===== src/rtl/regfile_wr_arbiter_pkg.sv =====
// Shared register-file write-port definitions for regfile_wr_arbiter.
// Widths, the NOP register address and write enable constants.
package regfile_wr_arbiter_pkg;
   localparam int REG_DW       = 32;
   localparam int REG_AW       = 5;
   localparam int STARVE_CNT_W = 4;

   localparam logic [REG_AW-1:0] REG_NOP_ADDR = '0;
   localparam logic [REG_DW-1:0] ZERO_WORD    = '0;
   localparam logic              WE_ON        = 1'b1;
   localparam logic              WE_OFF       = 1'b0;
endpackage


===== src/rtl/regfile_wr_arbiter_fifo.sv =====
// regwr_fifo: DEPTH-entry circular queue of pending aux writes, with a
// per-entry valid bit that a younger pipeline write can clear by address.
module regwr_fifo
   import regfile_wr_arbiter_pkg::*;
#(
   parameter int DEPTH = 2
) (
   input  logic              clk,
   input  logic              rst,
   input  logic              push,
   input  logic              push_vld,
   input  logic [REG_AW-1:0] push_addr,
   input  logic [REG_DW-1:0] push_data,
   input  logic              pop,
   input  logic              squash_en,
   input  logic [REG_AW-1:0] squash_addr,
   output logic              head_valid,
   output logic [REG_AW-1:0] head_addr,
   output logic [REG_DW-1:0] head_data,
   output logic              full,
   output logic              empty,
   output logic              any_valid
);
   localparam int PW = $clog2(DEPTH);
   localparam logic [PW:0] PTR_ONE = {{PW{1'b0}}, 1'b1};

   logic [PW:0]       wr_ptr_q, wr_ptr_d, rd_ptr_q, rd_ptr_d;
   logic [DEPTH-1:0]  valid_q, valid_d, hit;
   logic [REG_AW-1:0] addr_q [DEPTH];
   logic [REG_AW-1:0] addr_d [DEPTH];
   logic [REG_DW-1:0] data_q [DEPTH];
   logic [REG_DW-1:0] data_d [DEPTH];
   logic [PW-1:0]     wr_idx, rd_idx;

   assign wr_idx = wr_ptr_q[PW-1:0];
   assign rd_idx = rd_ptr_q[PW-1:0];

   genvar gi;
   generate
      for (gi = 0; gi < DEPTH; gi++) begin : g_match
         assign hit[gi] = squash_en && (addr_q[gi] == squash_addr);
      end
   endgenerate

   // The extra pointer MSB distinguishes full from empty when indices match.
   assign empty      = (wr_ptr_q == rd_ptr_q);
   assign full       = (wr_ptr_q[PW] != rd_ptr_q[PW]) && (wr_idx == rd_idx);
   assign head_valid = !empty && valid_q[rd_idx];
   assign head_addr  = addr_q[rd_idx];
   assign head_data  = data_q[rd_idx];
   assign any_valid  = |valid_q;

   always_comb begin
      wr_ptr_d = wr_ptr_q;
      rd_ptr_d = rd_ptr_q;
      valid_d  = valid_q & ~hit;
      addr_d   = addr_q;
      data_d   = data_q;
      if (pop) begin
         valid_d[rd_idx] = 1'b0;
         rd_ptr_d        = rd_ptr_q + PTR_ONE;
      end
      if (push) begin
         valid_d[wr_idx] = push_vld;
         addr_d[wr_idx]  = push_addr;
         data_d[wr_idx]  = push_data;
         wr_ptr_d        = wr_ptr_q + PTR_ONE;
      end
   end

   always_ff @(posedge clk) begin
      if (rst) begin
         wr_ptr_q <= '0;
         rd_ptr_q <= '0;
         valid_q  <= '0;
      end else begin
         wr_ptr_q <= wr_ptr_d;
         rd_ptr_q <= rd_ptr_d;
         valid_q  <= valid_d;
      end
   end

   always_ff @(posedge clk) begin
      addr_q <= addr_d;
      data_q <= data_d;
   end
endmodule


===== src/rtl/regfile_wr_arbiter.sv =====
// Register-file write-port arbiter: pipeline writes win, aux results queue
// and drain in idle slots. Macro REGWR_STARVE_GUARD_EN enables the stall guard.
module regfile_wr_arbiter
   import regfile_wr_arbiter_pkg::*;
#(
   parameter int DEPTH        = 2,
   parameter int STARVE_LIMIT = 4
) (
   input  logic              clk,
   input  logic              rst,
   input  logic              pipe_we,
   input  logic [REG_AW-1:0] pipe_waddr,
   input  logic [REG_DW-1:0] pipe_wdata,
   input  logic              aux_valid,
   output logic              aux_ready,
   input  logic [REG_AW-1:0] aux_waddr,
   input  logic [REG_DW-1:0] aux_wdata,
   output logic              wb_we,
   output logic [REG_AW-1:0] wb_waddr,
   output logic [REG_DW-1:0] wb_wdata,
   output logic              aux_pending,
   output logic              stall_req
);
   logic              pipe_eff, push, push_vld, pop, grant_head;
   logic              head_valid, fifo_full, fifo_empty, any_valid;
   logic [REG_AW-1:0] head_addr;
   logic [REG_DW-1:0] head_data;
   logic              wb_we_q, wb_we_d;
   logic [REG_AW-1:0] wb_waddr_q, wb_waddr_d;
   logic [REG_DW-1:0] wb_wdata_q, wb_wdata_d;
   logic [STARVE_CNT_W-1:0] starve_cnt;

   assign pipe_eff   = pipe_we && (pipe_waddr != REG_NOP_ADDR);
   assign aux_ready  = !rst && !fifo_full;
   assign push       = aux_valid && aux_ready && (aux_waddr != REG_NOP_ADDR);
   // Aux results are older than any concurrent pipe write to the same register.
   assign push_vld   = !(pipe_eff && (pipe_waddr == aux_waddr));
   assign grant_head = !pipe_eff && head_valid;
   assign pop        = grant_head || (!fifo_empty && !head_valid);

   regwr_fifo #(.DEPTH(DEPTH)) u_fifo (
      .clk         (clk),
      .rst         (rst),
      .push        (push),
      .push_vld    (push_vld),
      .push_addr   (aux_waddr),
      .push_data   (aux_wdata),
      .pop         (pop),
      .squash_en   (pipe_eff),
      .squash_addr (pipe_waddr),
      .head_valid  (head_valid),
      .head_addr   (head_addr),
      .head_data   (head_data),
      .full        (fifo_full),
      .empty       (fifo_empty),
      .any_valid   (any_valid)
   );

   always_comb begin
      wb_we_d    = WE_OFF;
      wb_waddr_d = REG_NOP_ADDR;
      wb_wdata_d = ZERO_WORD;
      if (pipe_eff) begin
         wb_we_d    = WE_ON;
         wb_waddr_d = pipe_waddr;
         wb_wdata_d = pipe_wdata;
      end else if (grant_head) begin
         wb_we_d    = WE_ON;
         wb_waddr_d = head_addr;
         wb_wdata_d = head_data;
      end
   end

   always_ff @(posedge clk) begin
      if (rst) begin
         wb_we_q    <= WE_OFF;
         wb_waddr_q <= REG_NOP_ADDR;
         wb_wdata_q <= ZERO_WORD;
      end else begin
         wb_we_q    <= wb_we_d;
         wb_waddr_q <= wb_waddr_d;
         wb_wdata_q <= wb_wdata_d;
      end
   end

`ifdef REGWR_STARVE_GUARD_EN
   logic [STARVE_CNT_W-1:0] starve_cnt_q, starve_cnt_d;

   always_comb begin
      starve_cnt_d = starve_cnt_q;
      if (grant_head || !any_valid)
         starve_cnt_d = '0;
      else if (pipe_eff && head_valid && (starve_cnt_q != '1))
         starve_cnt_d = starve_cnt_q + 1'b1;
   end

   always_ff @(posedge clk) begin
      if (rst) starve_cnt_q <= '0;
      else     starve_cnt_q <= starve_cnt_d;
   end

   assign starve_cnt = starve_cnt_q;
`else
   // No counter: a constant zero count makes stall_req fold to 0.
   assign starve_cnt = '0;
`endif

   assign stall_req   = (starve_cnt >= STARVE_CNT_W'(STARVE_LIMIT));
   assign wb_we       = wb_we_q;
   assign wb_waddr    = wb_waddr_q;
   assign wb_wdata    = wb_wdata_q;
   assign aux_pending = any_valid;
endmodule


===== config.mk =====
export PLATFORM = sky130hd
export DESIGN_NAME = regfile_wr_arbiter
export DESIGN_NICKNAME = d
export VERILOG_FILES = /design/src/rtl/regfile_wr_arbiter_pkg.sv /design/src/rtl/regfile_wr_arbiter_fifo.sv /design/src/rtl/regfile_wr_arbiter.sv
export SDC_FILE = /design/constraint.sdc
export NUM_CORES = 1
export LEC_CHECK = 0
export ABC_AREA = 0
export BUFFER_PORTS_ARGS = -buffer_cell sky130_fd_sc_hd__buf_2
export CORE_MARGIN = 1
export CORE_UTILIZATION = 47
export CTS_BUF_LIST = sky130_fd_sc_hd__clkbuf_8 sky130_fd_sc_hd__clkbuf_16
export CTS_CLUSTER_DIAMETER = 40
export CTS_CLUSTER_SIZE = 30
export DETAILED_ROUTE_END_ITERATION = 10
export PLACE_DENSITY = 0.8
export REMOVE_ABC_BUFFERS = 1
export SYNTH_ARGS = -nofsm -noshare
export SYNTH_HDL_FRONTEND = slang
export SYNTH_SLANG_ARGS = --single-unit

===== constraint.sdc =====
create_clock -name clk -period 5 [get_ports clk]
set_input_delay 0.25 -clock clk [delete_from_list [all_inputs] [get_ports clk]]
set_output_delay 0.25 -clock clk [all_outputs]
set_load 0.01 [all_outputs]

==> flow_summary.html, run 1 <==
<table>
<tr><th>Metric</th><th>Value</th></tr>
<tr><th colspan="2">Run status</th></tr>
<tr><td>Run status</td><td>completed</td></tr>
<tr><th colspan="2">Placed design</th></tr>
<tr><td>Placer congestion estimate</td><td>0.829</td></tr>
<tr><td>Cell Area, Placed</td><td>0.00529 sq mm</td></tr>
<tr><td>Count of buffers inserted at the top-level ports</td><td>117</td></tr>
<tr><td>Total placed cells including tap cells</td><td>578</td></tr>
<tr><td>Pre-CTS worst setup slack</td><td>1.94 ns</td></tr>
<tr><td>Post-detail-place hpwl</td><td>6.16 mm</td></tr>
<tr><th colspan="2">Final layout</th></tr>
<tr><td>Net count, final</td><td>613</td></tr>
<tr><td>Post-route core utilization</td><td>69.9%</td></tr>
<tr><td>Syn-to-layout area delta</td><td>42.3%</td></tr>
<tr><td>Ratio of cells with drive above 1 in the final layout</td><td>35.2%</td></tr>
<tr><td>Finished Layout Cells</td><td>677</td></tr>
<tr><td>Post-route design area</td><td>0.00655 sq mm</td></tr>
<tr><td>Ant diodes</td><td>0</td></tr>
<tr><th colspan="2">Global route</th></tr>
<tr><td>Initial antenna violation count</td><td>0</td></tr>
<tr><td>Largest net degree at the start of global routing</td><td>50</td></tr>
<tr><td>Total GRT Usage</td><td>23.5%</td></tr>
<tr><td>Sum of overflow across all layers after global routing</td><td>0</td></tr>
<tr><td>Global-route wire length before repair</td><td>17.5 mm</td></tr>
<tr><td>Number of global-route vias before repair</td><td>3646</td></tr>
<tr><th colspan="2">Route</th></tr>
<tr><td>Vias per Instance</td><td>5.18</td></tr>
<tr><td>Detailed-route wire length</td><td>11.3 mm</td></tr>
<tr><td>Average routed wire per standard cell</td><td>16.7 um</td></tr>
<tr><td>First drt pass iteration count</td><td>4</td></tr>
<tr><td>Vias after detailed routing</td><td>3509</td></tr>
<tr><td>Number of remaining DRC errors</td><td>0</td></tr>
<tr><td>Starting DRC count in detailed routing</td><td>146</td></tr>
<tr><td>Antenna-violating nets left</td><td>0</td></tr>
<tr><th colspan="2">Logic synthesis</th></tr>
<tr><td>Count of synthesis-stage warnings from yosys</td><td>0</td></tr>
<tr><td>EDFF count, synth</td><td>74</td></tr>
<tr><td>Multiplexer fraction of the synthesized cell area</td><td>9.49%</td></tr>
<tr><td>Top cells by area, synth</td><td>edfxtp_1 48%, dfxtp_1 19%, mux2_2 9.1%</td></tr>
<tr><td>Biggest area consumer among synthesized cells</td><td>edfxtp_1</td></tr>
<tr><td>Most used flip-flop cell after synthesis</td><td>edfxtp_1</td></tr>
<tr><td>Post-Synthesis Mean Instance Area</td><td>13.0 sq um</td></tr>
<tr><td>Leading cell types by count after synthesis</td><td>74 x edfxtp_1, 44 x dfxtp_1, 37 x mux2_2</td></tr>
<tr><td>Post-synthesis share of cell area spent on and, or, nand and nor gates</td><td>9.30%</td></tr>
<tr><td>Combinational family with the most area after synthesis</td><td>multiplexers</td></tr>
<tr><td>Adder and majority cell fraction of the synthesized area</td><td>0%</td></tr>
<tr><td>Compound-cell area share of the yosys netlist</td><td>7.53%</td></tr>
<tr><td>Gate Count Post-Synth</td><td>355</td></tr>
<tr><td>Cell with the most instances after synthesis</td><td>edfxtp_1</td></tr>
<tr><td>Share of synthesized flip-flops with an asynchronous set or reset</td><td>0%</td></tr>
<tr><td>Distinct cell type count after synthesis</td><td>40</td></tr>
<tr><td>Share of Yosys cell area claimed by the top area cell type</td><td>48.3%</td></tr>
<tr><td>Synth Cell Area</td><td>0.00460 sq mm</td></tr>
<tr><td>Sequential area share after synthesis</td><td>67.4%</td></tr>
<tr><td>Xor-xnor portion of the synthesized cell area</td><td>3.43%</td></tr>
<tr><td>Synth Register Bits</td><td>118</td></tr>
<tr><th colspan="2">STA</th></tr>
<tr><td>Period utilization</td><td>62.9%</td></tr>
<tr><td>Skew final</td><td>0.0115 ns</td></tr>
<tr><td>Setup WS post-layout</td><td>1.85 ns</td></tr>
<tr><td>Final setup violation count</td><td>0</td></tr>
<tr><td>Worst-case hold slack</td><td>0.0243 ns</td></tr>
<tr><td>Hold Vio Cnt, Final</td><td>0</td></tr>
<tr><td>Pin slew with the least headroom to its limit</td><td>1.07 ns</td></tr>
<tr><td>Shortest period the worst path allows</td><td>3.15 ns</td></tr>
<tr><td>Final Max Tran Viols</td><td>0</td></tr>
<tr><td>Peak clock frequency supported by timing</td><td>318 MHz</td></tr>
<tr><td>RSZ-0062 raised after global routing</td><td>false</td></tr>
<tr><td>Worst slew margin relative to its limit</td><td>28.6%</td></tr>
<tr><th colspan="2">Worst setup path</th></tr>
<tr><td>Category of the most critical setup path</td><td>register to register</td></tr>
<tr><td>Worst R2R Start</td><td>u_fifo.rd_ptr_q[0]</td></tr>
<tr><td>Endpoint class of the critical path</td><td>register</td></tr>
<tr><td>Source of the critical timing path</td><td>u_fifo.rd_ptr_q[0]</td></tr>
<tr><td>CP Data Required Time</td><td>5.22 ns</td></tr>
<tr><td>Biggest fanout along the worst timing path</td><td>42</td></tr>
<tr><td>Crit path launch type</td><td>register</td></tr>
<tr><td>Crit path arrival time</td><td>3.36 ns</td></tr>
<tr><th colspan="2">Floorplanning</th></tr>
<tr><td>Die Footprint</td><td>0.0102 sq mm</td></tr>
<tr><td>Number of rows created at floorplan</td><td>35</td></tr>
<tr><td>Core ar.</td><td>0.00937 sq mm</td></tr>
<tr><td>Starting density of the core</td><td>49.1%</td></tr>
<tr><td>Ports</td><td>119</td></tr>
<tr><td>Die width</td><td>101 um</td></tr>
<tr><td>Die extent in y</td><td>101 um</td></tr>
<tr><th colspan="2">Power and ir drop</th></tr>
<tr><td>Cell Pwr Density</td><td>414 mW/mm^2</td></tr>
<tr><td>Peak ir drop on the vdd network</td><td>0.228 mV</td></tr>
<tr><td>Leakage Power</td><td>2.55 nW</td></tr>
<tr><th colspan="2">Run</th></tr>
<tr><td>Max Cap Viol</td><td>0</td></tr>
<tr><th colspan="2">Worst hold path</th></tr>
<tr><td>Worst min path class</td><td>input pin to register</td></tr>
<tr><td>Launch instance of the worst min-delay path</td><td>pipe_wdata[28]</td></tr>
<tr><th colspan="2">Clocking</th></tr>
<tr><td>Post-CTS Setup Repair Bufs</td><td>0</td></tr>
<tr><td>Clock network latency to the later pin of the worst-skew pair</td><td>0.51 ns</td></tr>
<tr><td>CTS sink count</td><td>118</td></tr>
<tr><td>Clock buffers created by TritonCTS</td><td>17</td></tr>
<tr><td>H-Tree Level Count</td><td>4</td></tr>
<tr><td>TritonCTS clock tree</td><td>done</td></tr>
<tr><td>Clock Root Buffer</td><td>clkbuf_8</td></tr>
<tr><td>Longest Clk Path Bufs</td><td>2</td></tr>
<tr><td>Clock slew seen by the registers of the worst setup and hold paths</td><td>0.06 ns</td></tr>
</table>
[path summary, 6_finish.rpt]
kind / to / slack [ns] / cells after the start
setup / recovery: u_fifo.addr_q[0] / 1.85 / 5
hold / removal: wb_wdata[28] / 0.02 / 3
setup reg to reg: u_fifo.addr_q[0] / 1.85 / 5
hold reg to reg: u_fifo.rd_ptr_q[0] / 0.53 / 1
[cells by family (layout without fill, tap and decap cells)]
family                    count (synthesis)  after routing
AOI/OAI and AO/OA                        57             57
DFF                                     118            118
xor gates and xnor gates                 18             18
and+or+nand+nor                          92             92
buffers and inverters                    30            223
muxes                                    39             39
other                                     1              1
[worst max-delay path: stages (launching register included)]
cell and delay [ns]:
dfxtp_2 1.01, inv_1 0.25, o21ai_0 0.56, or3_1 0.22, clkinv_1 0.39, buf_4 0.42
[state kept, by name (all words and copies together), names as in the netlist]
register,cells
u_fifo.addr_q,10
u_fifo.data_q,64
u_fifo.rd_ptr_q,2
u_fifo.valid_q,2
u_fifo.wr_ptr_q,2
wb_waddr,5
wb_wdata,32
wb_we,1
[layout by cell type, fill, tap and decap left out, types with 2 or more instances in the layout]
master / count
buf_2: 117
edfxtp_1: 74
dlygate4sd3_1: 67
dfxtp_1: 43
mux2_2: 37
nand2_1: 36
a21oi_1: 35
nand3_1: 34
clkbuf_16: 16
xnor2_1: 15
nor2_1: 9
inv_1: 6
a32oi_1: 5
buf_4: 4
clkinv_1: 3
xor2_1: 3
clkbuf_8: 3
bufinv_16: 3
clkinvlp_4: 3
or4_1: 2
o21ai_0: 2
or3_1: 2
or2_2: 2
mux2i_1: 2
[timing repair]
item                                   in CTS  in global routing
endpoints found under the hold margin     104                  0
gates resized for setup                     0                  0
hold buffers                               67                  0
[per-stage QoR]
step | TNS (ns) | power (mW)
after floorplan | -21.91 | 1.36
after global placement | 0 | 1.48
after detailed placement | 0 | 1.49
after CTS | 0 | 2.72
after global routing | 0 | 2.80
final | 0 | 2.71
[area by class of cell]
cell class	instances	area [sq um]
well taps	129	161
repair buffers	188	1290
clock inverters	13	140
inverters	3	11.3
multi-input cells	207	1400
flip-flops and latches	118	3100
fillers	674	2830
clock buffers	19	442
[per-layer routing]
metal | vias up | track usage [%] | routed length, um
met5 | - | 0 | 0
met4 | 0 | 12.4 | 254
met3 | 23 | 5.96 | 602
met2 | 151 | 42.6 | 6070
met1 | 1681 | 25.0 | 4380
li1 | 1654 | - | -
[power by group]
group | switching (mW) | leakage, nW | internal (mW)
logic | 0.179 | 1.22 | 0.189
registers | 0.0561 | 1.04 | 1.10
clock network | 0.409 | 0.290 | 0.772
total | 0.645 | 2.55 | 2.06
Note: power is estimated with default switching activity, not from simulation.
==> run 2, diff against run 1 <==
- CORE_UTILIZATION: 47 -> 52
- PLACE_DENSITY: 0.8 -> 0.84
- clock period: 5 -> 3 ns (I/O delays scaled with it)
==> flow_summary.html, run 2 (synthesis results as in run 1) <==
<table>
<tr><th>Metric</th><th>Value</th></tr>
<tr><th colspan="2">Global route</th></tr>
<tr><td>Initial antenna violation count</td><td>1 (was 0)</td></tr>
<tr><td>Largest net degree at the start of global routing</td><td>32 (was 50)</td></tr>
<tr><td>Number of global-route vias before repair</td><td>3897 (was 3646)</td></tr>
<tr><td>Sum of overflow across all layers after global routing</td><td>0 (unchanged)</td></tr>
<tr><td>Global-route wire length before repair</td><td>20.7 mm (was 17.5 mm)</td></tr>
<tr><td>Total GRT Usage</td><td>31.5% (was 23.5%)</td></tr>
<tr><th colspan="2">STA</th></tr>
<tr><td>Pin slew with the least headroom to its limit</td><td>0.824 ns (was 1.07 ns)</td></tr>
<tr><td>RSZ-0062 raised after global routing</td><td>false (unchanged)</td></tr>
<tr><td>Setup TNS</td><td>0 ns (unchanged)</td></tr>
<tr><td>Final setup violation count</td><td>0 (unchanged)</td></tr>
<tr><td>Hold Vio Cnt, Final</td><td>0 (unchanged)</td></tr>
<tr><td>Final Max Tran Viols</td><td>0 (unchanged)</td></tr>
<tr><td>Skew final</td><td>0.0101 ns (was 0.0115 ns)</td></tr>
<tr><td>Shortest period the worst path allows</td><td>2.42 ns (was 3.15 ns)</td></tr>
<tr><td>Worst slew margin relative to its limit</td><td>44.8% (was 28.6%)</td></tr>
<tr><td>Peak clock frequency supported by timing</td><td>414 MHz (was 318 MHz)</td></tr>
<tr><td>Worst-case hold slack</td><td>0.0362 ns (was 0.0243 ns)</td></tr>
<tr><td>Period utilization</td><td>80.5% (was 62.9%)</td></tr>
<tr><th colspan="2">Route</th></tr>
<tr><td>Antenna-violating nets left</td><td>0 (unchanged)</td></tr>
<tr><td>Detailed-route wire length</td><td>13.5 mm (was 11.3 mm)</td></tr>
<tr><td>Starting DRC count in detailed routing</td><td>303 (was 146)</td></tr>
<tr><td>Vias per Instance</td><td>5.65 (was 5.18)</td></tr>
<tr><td>Average routed wire per standard cell</td><td>20.3 um (was 16.7 um)</td></tr>
<tr><td>First drt pass iteration count</td><td>5 (was 4)</td></tr>
<tr><td>Vias after detailed routing</td><td>3760 (was 3509)</td></tr>
<tr><td>Number of remaining DRC errors</td><td>0 (unchanged)</td></tr>
<tr><th colspan="2">Worst hold path</th></tr>
<tr><td>Worst min path class</td><td>input pin to register (unchanged)</td></tr>
<tr><td>Launch instance of the worst min-delay path</td><td>rst (was pipe_wdata[28])</td></tr>
<tr><th colspan="2">Worst setup path</th></tr>
<tr><td>Cells along the critical path</td><td>xnor2_1, a21oi_4, buf_4, nand3_1, a21oi_1 (was inv_1, o21ai_0, or3_1, clkinv_1, buf_4)</td></tr>
<tr><td>Crit path arrival time</td><td>2.82 ns (was 3.36 ns)</td></tr>
<tr><td>CP Data Required Time</td><td>3.41 ns (was 5.22 ns)</td></tr>
<tr><td>Worst reg-to-reg setup slack</td><td>0.58 ns (was 1.85 ns)</td></tr>
<tr><td>Cell type of the slowest stage on the worst timing path</td><td>dfxtp_2 (unchanged)</td></tr>
<tr><td>Biggest fanout along the worst timing path</td><td>27 (was 42)</td></tr>
<tr><td>Category of the most critical setup path</td><td>register to register (unchanged)</td></tr>
<tr><td>Source of the critical timing path</td><td>u_fifo.rd_ptr_q[0] (unchanged)</td></tr>
<tr><td>Endpoint class of the critical path</td><td>register (unchanged)</td></tr>
<tr><td>Cell type group with the largest total delay on the critical path</td><td>compound AO/OA/AOI/OAI gates (was buffers and inverters)</td></tr>
<tr><td>Worst R2R Start</td><td>u_fifo.rd_ptr_q[0] (unchanged)</td></tr>
<tr><td>Slowest cell delay on critical path</td><td>0.79 ns (was 1.01 ns)</td></tr>
<tr><td>Crit path launch type</td><td>register (unchanged)</td></tr>
<tr><td>Bufs and invs on worst path</td><td>1 (was 3)</td></tr>
<tr><th colspan="2">Placed design</th></tr>
<tr><td>Total placed cells including tap cells</td><td>560 (was 578)</td></tr>
<tr><td>Placer congestion estimate</td><td>0.832 (was 0.829)</td></tr>
<tr><td>Count of buffers inserted at the top-level ports</td><td>117 (unchanged)</td></tr>
<tr><td>Post-detail-place hpwl</td><td>6.72 mm (was 6.16 mm)</td></tr>
<tr><th colspan="2">Power and ir drop</th></tr>
<tr><td>Total power consumption of the routed design</td><td>4.68 mW (was 2.71 mW)</td></tr>
<tr><td>Clock network fraction of design power</td><td>44.5% (was 43.6%)</td></tr>
<tr><td>Peak ir drop on the vdd network</td><td>0.600 mV (was 0.228 mV)</td></tr>
<tr><td>Gate power share</td><td>14.6% (was 13.6%)</td></tr>
<tr><td>Sequential fraction of design power</td><td>40.9% (was 42.8%)</td></tr>
<tr><td>Leakage Power</td><td>2.62 nW (was 2.55 nW)</td></tr>
<tr><td>Net Sw Frac</td><td>26.2% (was 23.8%)</td></tr>
<tr><td>Cell Pwr Density</td><td>704 mW/mm^2 (was 414 mW/mm^2)</td></tr>
<tr><td>Internal power consumption</td><td>3.46 mW (was 2.06 mW)</td></tr>
<tr><td>P_sw</td><td>1.22 mW (was 0.645 mW)</td></tr>
<tr><th colspan="2">Clocking</th></tr>
<tr><td>H-Tree Level Count</td><td>4 (unchanged)</td></tr>
<tr><td>Clock Root Buffer</td><td>clkbuf_8 (unchanged)</td></tr>
<tr><td>Longest Clk Path Bufs</td><td>2 (unchanged)</td></tr>
<tr><td>Clock buffers created by TritonCTS</td><td>17 (unchanged)</td></tr>
<tr><td>CTS sink count</td><td>118 (unchanged)</td></tr>
<tr><td>Clock slew seen by the registers of the worst setup and hold paths</td><td>0.07 ns (was 0.06 ns)</td></tr>
<tr><td>TritonCTS clock tree</td><td>done (unchanged)</td></tr>
<tr><td>Clock network latency to the later pin of the worst-skew pair</td><td>0.52 ns (was 0.51 ns)</td></tr>
<tr><th colspan="2">Final layout</th></tr>
<tr><td>Most common cell after layout, fill and taps aside</td><td>buf_2 (unchanged)</td></tr>
<tr><td>Post-route core utilization</td><td>79.3% (was 69.9%)</td></tr>
<tr><td>Most frequent cells in the layout</td><td>117 x buf_2, 74 x edfxtp_1, 73 x dlygate4sd3_1 (was 117 x buf_2, 74 x edfxtp_1, 67 x dlygate4sd3_1)</td></tr>
<tr><td>Max reg flops</td><td>64 (unchanged)</td></tr>
<tr><td>Syn-to-layout area delta</td><td>44.5% (was 42.3%)</td></tr>
<tr><td>Register ranked first by flip-flop count</td><td>u_fifo.data_q (unchanged)</td></tr>
<tr><td>Ratio of cells with drive above 1 in the final layout</td><td>36.6% (was 35.2%)</td></tr>
<tr><td>Finished Layout Cells</td><td>666 (was 677)</td></tr>
<tr><td>Net count, final</td><td>625 (was 613)</td></tr>
<tr><td>Layout fillers</td><td>436 (was 674)</td></tr>
<tr><th colspan="2">Floorplanning</th></tr>
<tr><td>Starting density of the core</td><td>54.9% (was 49.1%)</td></tr>
<tr><td>Ports</td><td>119 (unchanged)</td></tr>
<tr><td>Die Footprint</td><td>0.00923 sq mm (was 0.0102 sq mm)</td></tr>
<tr><td>Core ar.</td><td>0.00838 sq mm (was 0.00937 sq mm)</td></tr>
<tr><td>Die extent in y</td><td>96.1 um (was 101 um)</td></tr>
<tr><td>Die width</td><td>96.1 um (was 101 um)</td></tr>
<tr><td>Number of rows created at floorplan</td><td>33 (was 35)</td></tr>
<tr><th colspan="2">Run status</th></tr>
<tr><td>Run status</td><td>completed (unchanged)</td></tr>
<tr><th colspan="2">Run</th></tr>
<tr><td>Max Cap Viol</td><td>0 (unchanged)</td></tr>
</table>
==> run 2: cell types whose count changed in the layout (fill, tap and decap cells not counted), sizes merged <==
| cell | before | now |
|---|---|---|
| clkinv | 4 | 2 |
| diode | 0 | 1 |
| clkbuf | 19 | 17 |
| buf | 121 | 127 |
| dlygate4sd3 | 67 | 73 |
| inv | 6 | 10 |
==> run 2: metrics by stage <==
stage	setup slack (ns)	cell area, sq um
finish	0.585	6650
global route	0.532	6650
CTS	0.732	6650
detailed placement	0.779	5310
global placement	0.888	5310
floorplan	-2.58	4490
==> run 2: worst paths after layout <==
path         cells past startpoint            endpoint
min reg2reg                      1  u_fifo.rd_ptr_q[0]
max reg2reg                      5        wb_wdata[13]
min                              2               wb_we
max                              5        wb_wdata[13]
==> run 2: cell type report <==
| class | count | area, sq um | share of cell area, % |
|---|---|---|---|
| flip-flops and latches | 118 | 3100 | 46.7 |
| multi-input cells | 207 | 1400 | 21.1 |
| repair buffers | 200 | 1390 | 20.9 |
| clock buffers | 17 | 414 | 6.23 |
| clock inverters | 15 | 194 | 2.92 |
| well taps | 105 | 131 | 1.98 |
| inverters | 3 | 11.3 | 0.169 |
| diodes | 1 | 2.50 | 0.0376 |
==> run 2: routing by layer <==
metal / global-route usage [%] / share of wire, % / vias up
met5: 0 / 0 / -
met4: 15.0 / 3.4 / 0
met3: 8.21 / 8.3 / 43
met2: 53.1 / 52 / 218
met1: 37.5 / 37 / 1807
li1: - / - / 1692
==> run 2: repair_timing <==
action / 4_1_cts / 5_1_grt
hold buffers: 73 / 0
resized for setup: 0 / 0
hold endpoints to repair: 110 / 0
buffers inserted: 0 / 0
==> run 2: power groups by stage <==
| stage | registers, mW | clock network [mW] | logic [mW] |
|---|---|---|---|
| 2_1_floorplan | 1.96 | 0 | 0.315 |
| 3_3_place_gp | 1.93 | 0 | 0.549 |
| 3_5_place_dp | 1.94 | 0 | 0.567 |
| 4_1_cts | 1.91 | 2.08 | 0.651 |
| 5_1_grt | 1.92 | 2.17 | 0.724 |
| 6_report | 1.91 | 2.08 | 0.682 |
==> run 3, diff against run 2 <==
- CORE_UTILIZATION: 52 -> 47
- PLACE_DENSITY: 0.84 -> 0.8
- clock period: 3 -> 2.2 ns (I/O delays scaled with it)
==> flow_summary.html, run 3 (synthesis results as in run 1) <==
<table>
<tr><th>Metric</th><th>Value</th></tr>
<tr><th colspan="2">STA</th></tr>
<tr><td>Hold Vio Cnt, Final</td><td>0 (unchanged)</td></tr>
<tr><td>Period utilization</td><td>95.2%</td></tr>
<tr><td>Final Max Tran Viols</td><td>0 (unchanged)</td></tr>
<tr><td>Shortest period the worst path allows</td><td>2.09 ns</td></tr>
<tr><td>Pin slew with the least headroom to its limit</td><td>0.533 ns (was 0.824 ns)</td></tr>
<tr><td>Skew final</td><td>0.0155 ns (was 0.0101 ns)</td></tr>
<tr><td>Peak clock frequency supported by timing</td><td>477 MHz</td></tr>
<tr><td>Worst-case hold slack</td><td>0.132 ns (was 0.0362 ns)</td></tr>
<tr><td>Final setup violation count</td><td>0 (unchanged)</td></tr>
<tr><td>RSZ-0062 raised after global routing</td><td>false (unchanged)</td></tr>
<tr><td>Worst slew margin relative to its limit</td><td>64.1% (was 44.8%)</td></tr>
<tr><th colspan="2">Worst setup path</th></tr>
<tr><td>Crit path arrival time</td><td>2.54 ns (was 2.82 ns)</td></tr>
<tr><td>Endpoint class of the critical path</td><td>register (unchanged)</td></tr>
<tr><td>Cell type of the slowest stage on the worst timing path</td><td>dlygate4sd3_1 (was dfxtp_2)</td></tr>
<tr><td>Slowest cell delay on critical path</td><td>0.60 ns (was 0.79 ns)</td></tr>
<tr><td>Cells along the critical path</td><td>dlygate4sd3_1, buf_2, or3_4, o21ai_4, a32oi_1, dlygate4sd3_1, nor2_1 (was xnor2_1, a21oi_4, buf_4, nand3_1, a21oi_1)</td></tr>
<tr><td>CP Data Required Time</td><td>2.64 ns (was 3.41 ns)</td></tr>
<tr><td>Crit path launch type</td><td>input pin (was register)</td></tr>
<tr><td>Bufs and invs on worst path</td><td>3 (was 1)</td></tr>
<tr><td>Most common cell on crit path</td><td>dlygate4sd3_1</td></tr>
<tr><td>Cell type group with the largest total delay on the critical path</td><td>buffers and inverters (was compound AO/OA/AOI/OAI gates)</td></tr>
<tr><td>Category of the most critical setup path</td><td>input pin to register (was register to register)</td></tr>
<tr><td>Biggest fanout along the worst timing path</td><td>16 (was 27)</td></tr>
<tr><td>Cells on worst reg2reg path</td><td>7 (was 5)</td></tr>
<tr><td>Critical path depth</td><td>7 (was 5)</td></tr>
<tr><th colspan="2">Power and ir drop</th></tr>
<tr><td>Leakage Power</td><td>2.68 nW (was 2.62 nW)</td></tr>
<tr><td>Sequential fraction of design power</td><td>40.3% (was 40.9%)</td></tr>
<tr><td>Net Sw Frac</td><td>23.0% (was 26.2%)</td></tr>
<tr><td>Cell Pwr Density</td><td>937 mW/mm^2 (was 704 mW/mm^2)</td></tr>
<tr><td>Clock network fraction of design power</td><td>44.2% (was 44.5%)</td></tr>
<tr><td>Internal power consumption</td><td>4.90 mW (was 3.46 mW)</td></tr>
<tr><td>Total power consumption of the routed design</td><td>6.37 mW (was 4.68 mW)</td></tr>
<tr><td>Gate power share</td><td>15.5% (was 14.6%)</td></tr>
<tr><td>Peak ir drop on the vdd network</td><td>0.659 mV (was 0.600 mV)</td></tr>
<tr><td>P_sw</td><td>1.46 mW (was 1.22 mW)</td></tr>
<tr><th colspan="2">Clocking</th></tr>
<tr><td>Clock slew seen by the registers of the worst setup and hold paths</td><td>0.06 ns (was 0.07 ns)</td></tr>
<tr><td>H-Tree Level Count</td><td>4 (unchanged)</td></tr>
<tr><td>Longest Clk Path Bufs</td><td>2 (unchanged)</td></tr>
<tr><td>Clock buffers created by TritonCTS</td><td>17 (unchanged)</td></tr>
<tr><td>Clock Root Buffer</td><td>clkbuf_8 (unchanged)</td></tr>
<tr><td>CTS sink count</td><td>118 (unchanged)</td></tr>
<tr><td>TritonCTS clock tree</td><td>done (unchanged)</td></tr>
<tr><td>Clock network latency to the later pin of the worst-skew pair</td><td>0.51 ns (was 0.52 ns)</td></tr>
<tr><td>Post-CTS Setup Repair Bufs</td><td>0 (unchanged)</td></tr>
<tr><th colspan="2">Route</th></tr>
<tr><td>First drt pass iteration count</td><td>4 (was 5)</td></tr>
<tr><td>Number of remaining DRC errors</td><td>0 (unchanged)</td></tr>
<tr><td>Average routed wire per standard cell</td><td>16.4 um (was 20.3 um)</td></tr>
<tr><td>Antenna-violating nets left</td><td>0 (unchanged)</td></tr>
<tr><td>Starting DRC count in detailed routing</td><td>148 (was 303)</td></tr>
<tr><td>Vias after detailed routing</td><td>3613 (was 3760)</td></tr>
<tr><td>Vias per Instance</td><td>5.17 (was 5.65)</td></tr>
<tr><td>Detailed-route wire length</td><td>11.5 mm (was 13.5 mm)</td></tr>
<tr><th colspan="2">Floorplanning</th></tr>
<tr><td>Die Footprint</td><td>0.0102 sq mm (was 0.00923 sq mm)</td></tr>
<tr><td>Starting density of the core</td><td>49.1% (was 54.9%)</td></tr>
<tr><td>Die width</td><td>101 um (was 96.1 um)</td></tr>
<tr><td>Number of rows created at floorplan</td><td>35 (was 33)</td></tr>
<tr><td>Ports</td><td>119 (unchanged)</td></tr>
<tr><td>Core ar.</td><td>0.00937 sq mm (was 0.00838 sq mm)</td></tr>
<tr><td>Die extent in y</td><td>101 um (was 96.1 um)</td></tr>
<tr><th colspan="2">Final layout</th></tr>
<tr><td>Finished Layout Cells</td><td>699 (was 666)</td></tr>
<tr><td>Ant diodes</td><td>0 (was 1)</td></tr>
<tr><td>Most frequent cells in the layout</td><td>117 x buf_2, 79 x dlygate4sd3_1, 74 x edfxtp_1 (was 117 x buf_2, 74 x edfxtp_1, 73 x dlygate4sd3_1)</td></tr>
<tr><td>Register ranked first by flip-flop count</td><td>u_fifo.data_q (unchanged)</td></tr>
<tr><td>Syn-to-layout area delta</td><td>47.8% (was 44.5%)</td></tr>
<tr><td>Net count, final</td><td>635 (was 625)</td></tr>
<tr><td>Ratio of cells with drive above 1 in the final layout</td><td>36.1% (was 36.6%)</td></tr>
<tr><td>Max reg flops</td><td>64 (unchanged)</td></tr>
<tr><td>Post-route core utilization</td><td>72.6% (was 79.3%)</td></tr>
<tr><td>Most common cell after layout, fill and taps aside</td><td>buf_2 (unchanged)</td></tr>
<tr><th colspan="2">Run status</th></tr>
<tr><td>Run status</td><td>completed (unchanged)</td></tr>
<tr><th colspan="2">Worst hold path</th></tr>
<tr><td>Worst min path class</td><td>input pin to register (unchanged)</td></tr>
<tr><td>Worst Hold Depth</td><td>4 (was 2)</td></tr>
<tr><th colspan="2">Global route</th></tr>
<tr><td>Number of global-route vias before repair</td><td>3673 (was 3897)</td></tr>
<tr><td>Largest net degree at the start of global routing</td><td>42 (was 32)</td></tr>
<tr><td>Total GRT Usage</td><td>24.0% (was 31.5%)</td></tr>
<tr><td>Initial antenna violation count</td><td>0 (was 1)</td></tr>
<tr><td>Global-route wire length before repair</td><td>17.9 mm (was 20.7 mm)</td></tr>
<tr><td>Sum of overflow across all layers after global routing</td><td>0 (unchanged)</td></tr>
<tr><th colspan="2">Placed design</th></tr>
<tr><td>Total placed cells including tap cells</td><td>588 (was 560)</td></tr>
<tr><td>Placer congestion estimate</td><td>0.869 (was 0.832)</td></tr>
<tr><td>Post-detail-place hpwl</td><td>6.45 mm (was 6.72 mm)</td></tr>
<tr><td>Count of buffers inserted at the top-level ports</td><td>117 (unchanged)</td></tr>
<tr><th colspan="2">Run</th></tr>
<tr><td>Max Cap Viol</td><td>0 (unchanged)</td></tr>
</table>
==> run 3: cell types whose count changed in the layout (fill, tap and decap cells not counted), moves of 2 or more <==
cell           delta
clkinvlp_4        -2
dlygate4sd3_1     +6
clkinv_1          +3
clkinv_2          +3
clkbuf_8          +3
inv_6             -6
clkinv_4          -2
==> run 3: layout make-up <==
| type | count | area [sq um] |
|---|---|---|
| Inverter | 3 | 11.3 |
| Tap cell | 129 | 161 |
| Sequential cell | 118 | 3100 |
| Clock inverter | 12 | 158 |
| Clock buffer | 20 | 455 |
| Fill cell | 621 | 2570 |
| Multi-Input combinational cell | 207 | 1410 |
| Timing Repair Buffer | 210 | 1510 |
==> run 3: through the flow <==
stage,worst slack (ns),setup TNS [ns],cell area (sq um)
global placement,0.377,0,5380
global route,0.0105,0,6800
floorplan,-3.38,-188.65,4490
CTS,0.0683,0,6790
detailed placement,0.292,0,5380
finish,0.105,0,6800
==> run 3: worst paths after layout <==
check / slack (ns) / to / start
worst max register to register: 0.12 / wb_waddr[2] / u_fifo.rd_ptr_q[0]
worst max-delay path: 0.11 / wb_waddr[2] / pipe_waddr[0]
worst min-delay path: 0.13 / u_fifo.valid_q[1] / aux_valid
worst min register to register: 0.54 / u_fifo.rd_ptr_q[1] / u_fifo.rd_ptr_q[1]
==> run 3: repair_timing <==
action / 4_1_cts / 5_1_grt
endpoints found under the hold margin: 113 / 0
hold buffers: 79 / 0
resized for setup: 0 / 4
setup endpoints to repair: 0 / 3
==> run 3: power by group through the flow <==
stage / clock network (mW) / registers [mW] / logic [mW]
after detailed placement: 0 / 2.60 / 0.834
final: 2.82 / 2.56 / 0.988
after global placement: 0 / 2.59 / 0.821
after CTS: 2.83 / 2.56 / 0.960
after floorplan: 0 / 2.67 / 0.429
after global routing: 2.95 / 2.57 / 1.07
==> run 3: per-layer routing <==
| layer | track usage [%] | vias up | part of all wire (%) |
|---|---|---|---|
| met3 | 6.52 | 24 | 6.7 |
| met1 | 26.6 | 1712 | 40 |
| li1 | - | 1704 | - |
| met4 | 10.3 | 0 | 2.3 |
| met2 | 43.2 | 173 | 51 |
| met5 | 0 | - | 0 |
==> run 3: tightest hold or removal path, delay by kind of cell <==
family	cells	cell delay [ns]
AOI/OAI and AO/OA	2	0.21
and+or+nand+nor	1	0.15
buffers and inverters	1	0.10
